## config.mk

```make
export PLATFORM = sky130hd
export DESIGN_NAME = adau_config_seq
export DESIGN_NICKNAME = d
export VERILOG_FILES = /design/src/rtl/adau_config_seq.sv
export SDC_FILE = /design/constraint.sdc
export NUM_CORES = 1
export LEC_CHECK = 0
export ABC_AREA = 1
export CELL_PAD_IN_SITES_DETAIL_PLACEMENT = 0
export CELL_PAD_IN_SITES_GLOBAL_PLACEMENT = 1
export CORE_AREA = 2 2 96 168
export DETAILED_ROUTE_END_ITERATION = 16
export DIE_AREA = 0 0 98 170
export GPL_TIMING_DRIVEN = 0
export PLACE_DENSITY_LB_ADDON = 0.1
export RECOVER_POWER = 50
export SLEW_MARGIN = 10
export SYNTH_ARGS = -nofsm -noshare
export SYNTH_HDL_FRONTEND = slang
export SYNTH_SLANG_ARGS = --single-unit
export TNS_END_PERCENT = 30
```

## constraint.sdc

```tcl
create_clock -name clk -period 2.2 [get_ports clk]
set_clock_uncertainty 0.05 [all_clocks]
set_input_delay 0.22 -clock clk [delete_from_list [all_inputs] [get_ports clk]]
set_output_delay 0.22 -clock clk [all_outputs]
set_load 0.05 [all_outputs]
```

## src/rtl/adau_config_seq.sv

```systemverilog
// ADAU1761 power-up configuration sequencer: walks a register/value table and
// writes each entry over an I2C master with NACK/timeout retries and delay entries.
module adau_config_seq #(
    parameter int unsigned NUM_ENTRIES = 16,
    parameter logic [6:0]  DEV_ADDR    = 7'h3B,
    parameter int unsigned MAX_RETRIES = 3,
    parameter int unsigned DELAY_UNIT  = 1000,
    parameter int unsigned RSP_TIMEOUT = 100000
) (
    input  logic        clk,
    input  logic        reset,
    input  logic        start,
    output logic [7:0]  rom_addr,
    input  logic [23:0] rom_data,
    output logic        cmd_valid,
    input  logic        cmd_ready,
    output logic [6:0]  cmd_dev,
    output logic [15:0] cmd_reg,
    output logic [7:0]  cmd_data,
    input  logic        rsp_valid,
    input  logic        rsp_nack,
    output logic        busy,
    output logic        config_done,
    output logic        config_error,
    output logic        serdes_reset
);

    localparam int unsigned DLY_MAX = 255 * DELAY_UNIT;
    localparam int unsigned DLY_W   = (DLY_MAX > 1) ? $clog2(DLY_MAX + 1) : 1;
    localparam int unsigned TMO_W   = (RSP_TIMEOUT > 1) ? $clog2(RSP_TIMEOUT + 1) : 1;
    localparam int unsigned RTY_W   = (MAX_RETRIES > 1) ? $clog2(MAX_RETRIES + 1) : 1;

    localparam logic [7:0]       LAST_IDX   = 8'(NUM_ENTRIES - 1);
    localparam logic [DLY_W-1:0] DLY_UNIT_W = DLY_W'(DELAY_UNIT);
    localparam logic [TMO_W-1:0] TMO_LAST   = TMO_W'(RSP_TIMEOUT - 1);
    localparam logic [RTY_W-1:0] RTY_MAX    = RTY_W'(MAX_RETRIES);

    typedef enum logic [2:0] {
        IDLE, FETCH, DECODE, ISSUE, WAIT_RSP, DELAY, DONE, ERROR
    } state_t;

    state_t           state, state_n;
    logic [7:0]       index, index_n;
    logic [RTY_W-1:0] retry_cnt, retry_n;
    logic [DLY_W-1:0] delay_cnt, delay_n;
    logic [TMO_W-1:0] tmo_cnt, tmo_n;
    logic [15:0]      reg_n;
    logic [7:0]       data_n;
    logic             advance_c;
    logic             fail_c;

    assign rom_addr = index;

    // State register
    always_ff @(posedge clk or posedge reset) begin
        if (reset) begin
            state <= IDLE;
        end else begin
            state <= state_n;
        end
    end

    // Next-state and datapath decisions
    always_comb begin
        state_n   = state;
        index_n   = index;
        retry_n   = retry_cnt;
        delay_n   = delay_cnt;
        tmo_n     = tmo_cnt;
        reg_n     = cmd_reg;
        data_n    = cmd_data;
        advance_c = 1'b0;
        fail_c    = 1'b0;

        unique case (state)
            IDLE, DONE, ERROR: begin
                if (start) begin
                    state_n = FETCH;
                    index_n = '0;
                    retry_n = '0;
                end
            end
            FETCH: state_n = DECODE;
            DECODE: begin
                if (rom_data[23:8] == 16'hFFFF) begin
                    delay_n = DLY_W'(rom_data[7:0]) * DLY_UNIT_W;
                    state_n = DELAY;
                end else begin
                    reg_n   = rom_data[23:8];
                    data_n  = rom_data[7:0];
                    state_n = ISSUE;
                end
            end
            ISSUE: begin
                if (cmd_ready) begin
                    tmo_n   = '0;
                    state_n = WAIT_RSP;
                end
            end
            WAIT_RSP: begin
                // A response wins over a timeout landing in the same cycle
                if (rsp_valid) begin
                    advance_c = !rsp_nack;
                    fail_c    = rsp_nack;
                end else if (tmo_cnt == TMO_LAST) begin
                    fail_c = 1'b1;
                end else begin
                    tmo_n = tmo_cnt + TMO_W'(1);
                end
            end
            DELAY: begin
                if (delay_cnt == '0) begin
                    advance_c = 1'b1;
                end else begin
                    delay_n = delay_cnt - DLY_W'(1);
                end
            end
            default: state_n = IDLE;
        endcase

        if (advance_c) begin
            retry_n = '0;
            if (index == LAST_IDX) begin
                state_n = DONE;
            end else begin
                index_n = index + 8'd1;
                state_n = FETCH;
            end
        end

        if (fail_c) begin
            if (retry_cnt < RTY_MAX) begin
                retry_n = retry_cnt + RTY_W'(1);
                state_n = ISSUE;
            end else begin
                state_n = ERROR;
            end
        end
    end

    // Datapath and registered outputs, decoded from the next state
    always_ff @(posedge clk or posedge reset) begin
        if (reset) begin
            index        <= '0;
            retry_cnt    <= '0;
            delay_cnt    <= '0;
            tmo_cnt      <= '0;
            cmd_reg      <= '0;
            cmd_data     <= '0;
            cmd_dev      <= DEV_ADDR;
            cmd_valid    <= 1'b0;
            busy         <= 1'b0;
            config_done  <= 1'b0;
            config_error <= 1'b0;
            serdes_reset <= 1'b1;
        end else begin
            index        <= index_n;
            retry_cnt    <= retry_n;
            delay_cnt    <= delay_n;
            tmo_cnt      <= tmo_n;
            cmd_reg      <= reg_n;
            cmd_data     <= data_n;
            cmd_dev      <= DEV_ADDR;
            cmd_valid    <= (state_n == ISSUE);
            busy         <= !(state_n inside {IDLE, DONE, ERROR});
            config_done  <= (state_n == DONE);
            config_error <= (state_n == ERROR);
            serdes_reset <= (state_n != DONE);
        end
    end

endmodule

```

==> impl_summary.txt <==
----------------------------------------------------
[Power]
  Pwr dens ... 1370 nW/um^2
  Portion of total power attributed to the clock network ... 16.3%
  Switching Fraction ... 49.0%
  Worst supply voltage drop on vdd ... 0.806 mV
  Part of the power in registers ... 22.5%
  Leakage power total ... 0.00359 uW
  Net switching component of the power ... 4940 uW
  Final Power ... 10,100 uW
  Proportion of power drawn by combinational gates ... 61.2%
  Internal power summed over all cells ... 5150 uW

[Critical path]
  Buffers plus inverters on the worst setup path ... 4
  Type of origin of the critical path ... primary input
  Slowest CP cell ... fa_1
  Endpoint type of the worst setup path ... flop
  Family with the most delay on the worst path ... adder cells
  Data arrival time of the critical path ... 3680 ps
  Setup CP Type ... in -> reg
  Required arrival time at the worst endpoint ... 2420 ps
  Crit path cell chain ... buf_12 -> fa_1 -> inv_1 -> fa_1 -> fa_1 -> fa_1 -> inv_2 -> ha_4 -> inv_4 -> o21ai_4 -> a21oi_2 -> nand2_2 -> nand3_1 -> nand2_1 -> nand2_1 -> nand3_2 -> a21boi_2
  Max Fanout on Critical Path ... 3
  Delay contributed by the slowest stage of the critical path ... 540 ps
  CP most frequent cell ... fa_1

[Logic synthesis]
  Cell taking the most area after synthesis ... dfrtp_1
  Post-synthesis instance area ... 5710 sq um
  Post-Syn Area per Cell ... 7.77 sq um
  Sequential-to-total area share from yosys stat ... 33.8%
  Dominant register cell in the synthesized netlist ... dfrtp_1
  Count of distinct cell types in the synthesized netlist ... 44
  Most frequent cells after synthesis ... nand2_1 (183), inv_1 (99), dfrtp_1 (76), nor2_1 (68)
  Most frequent cell after synthesis ... nand2_1
  FF+latch count, synth ... 77
  Synthesized instance count ... 735
  Top-area cell type share of the netlist area ... 33.3%
  Share of flip-flops with an asynchronous set or reset ... 100%
  Warnings from Yosys ... 0
  Cell types with the largest area share after synthesis ... dfrtp_1 (33%), nand2_1 (12%), ha_1 (9.4%)
  Count of flip-flops with a built-in enable after synthesis ... 0

[Global route]
  All-layer global routing usage ... 20.0%
  Pin count of the biggest net entering global routing ... 36
  Wire length of the first global-routing pass ... 26,300 um
  Final global-route overflow total ... 0
  Antenna violations before repair ... 0
  Number of global-route vias before repair ... 5,243

[Cells and area]
  Share of cells above drive strength 1 ... 17.5%
  Final net count ... 927
  Area growth, synth to finish ... 29.2%
  Number of antenna diodes ... 0
  Final instance area ... 7380 sq um
  Max FFs per register ... 18

[Floorplan]
  Overall die area ... 16,700 sq um
  Chip Height ... 170 um
  Starting density of the core ... 37.5%
  Horizontal die dimension ... 98 um
  Number of top-level pins ... 74
  Number of cell rows ... 60
  Core Box Area ... 15,200 sq um

[STA]
  Fraction of the cycle the final worst path needs ... 157%
  Setup-violating endpoint count in the final report ... 10
  Slew HR ... 25.6%
  Max Transition Viols Final ... 0
  Minimum period implied by the final worst setup slack ... 3460 ps
  Worst Max-Slew Pin Slew ... 1110 ps
  RSZ-0062 raised after global routing ... true
  Final Hold Viols ... 0
  Least setup slack across all paths after layout ... -1260 ps
  Peak Freq ... 0.289 GHz

[CTS]
  Total clock buffers created by CTS ... 9
  Clk slew on worst S/H paths ... 60 ps
  Count of clock tree sinks ... 77
  Clock tree from TritonCTS ... built
  H-tree levels ... 3
  Cell at the root of the clock tree ... clkbuf_16
  Buffer levels on the longest clock path ... 2
  Insertion delay to the later sink of the worst-skew pair ... 350 ps

[Route]
  Routed via count ... 5,079
  Count of nets left with antenna violations after detail routing ... 0
  Vias per cell ... 4.96
  Post-DR wirelength/cell ... 15.6 um
  Number of optimization iterations in the first detailed-route pass ... 5
  Initial detailed-routing violation count ... 268
  DRC violations left ... 0
  Routed WL ... 16,000 um

[Placement]
  Count of input and output buffers ... 66
  Weighted congestion at the end of routability-driven global placement ... 0.881
  Half-perimeter wire length of the detailed placement result ... 12,700 um
  Placement-stage cell area ... 6820 sq um

[Job]
  Number of maximum-capacitance constraint violations ... 0

[Status]
  Violated checks ... setup timing
  Status ... finished, violations left

[Worst hold path]
  Path class of the lowest-slack min-delay path ... in -> reg

----------------------------------------------------
[per-layer routing]
layer | routed length, um | GRT usage [%] | vias up
met2 | 9540 | 40.2 | 74
met3 | 242 | 2.18 | 22
li1 | - | - | 2536
met1 | 5720 | 20.4 | 2447
met4 | 450 | 8.03 | 0
met5 | 0 | 0 | -
[layout make-up]
class                      instances  area (sq um)
fill                            1534          7860
sequential                        77          1930
buffer                            20           125
inverter                         108           417
tap                              186           233
multi-input combinational        535          3560
clock buffer                      10           229
timing repair buffer              82           795
clock inverter                     6          93.8
[worst register-to-register path: cells and delay by family (launching register included)]
| family | cells | cell delay, ps |
|---|---|---|
| buf+inv | 1 | 120 |
| simple gates | 9 | 1310 |
| fa+ha+maj | 1 | 190 |
| flops | 1 | 430 |
[power groups by stage]
stage	Combinational (uW)	Clock, uW	Sequential, uW
floorplan	3130	0	3070
global placement	5540	0	2260
detailed placement	5610	0	2290
CTS	6060	1680	2270
global route	6810	1730	2320
finish	6180	1650	2270
[per-stage QoR]
stage	worst slack [ps]	hold WS (ps)	setup TNS (ps)	instances	util [%]
floorplan	-1220	280	-9710	740	-
detailed placement	-2520	419	-22470	994	44.7
global placement	-2490	416	-22110	992	44.4
CTS	-1350	92.8	-10510	1019	48.0
finish	-1260	96.9	-10230	1024	48.4
global route	-1410	110	-12480	1024	48.4
[cells by family (layout without fill, tap and decap cells)]
logic type                 after synthesis  count (layout)  synth area share (%)
buffers and inverters                  128             226                  9.29
AOI/OAI and AO/OA                       93              93                  9.29
and+or+nand+nor                        353             353                  28.0
DFF                                     77              77                  33.8
xor gates and xnor gates                18              18                  2.76
adders and majority gates               64              64                  16.8
other                                    2               7                 0.131
[placed cells by master (no fill, tap or decap), types with 12 or more instances in the layout]
cell type / n
fa_1: 19
o21ai_0: 27
nand3_1: 37
dfrtp_1: 76
inv_2: 17
nor2_1: 65
a21oi_1: 23
inv_1: 87
ha_4: 13
o21ai_1: 13
clkdlybuf4s50_1: 46
nor3_1: 12
nand4_1: 12
buf_4: 24
nand2_2: 13
dlygate4sd3_1: 12
ha_1: 30
xor2_1: 13
nand2_1: 177
[what timing repair did]
action,in CTS,in global routing
endpoints found under the setup margin,11,12
hold buffers,0,0
gates resized for setup,70,20
cloned,0,0
buffers inserted,9,5
pin swaps,27,23
[path summary, 6_finish.rpt]
check,startpoint,endpoint,slack (ps),depth (start not counted)
max in group asynchronous,reset,serdes_reset,490,3
min,rom_data[1],cmd_data[1],100,3
max reg2reg,delay_cnt[0],busy,0,11
min in group asynchronous,reset,tmo_cnt[15],480,2
max,rom_data[3],delay_cnt[15],-1260,17
min reg2reg,cmd_reg[3],cmd_reg[3],430,2
(Power assumes the default switching activity.)
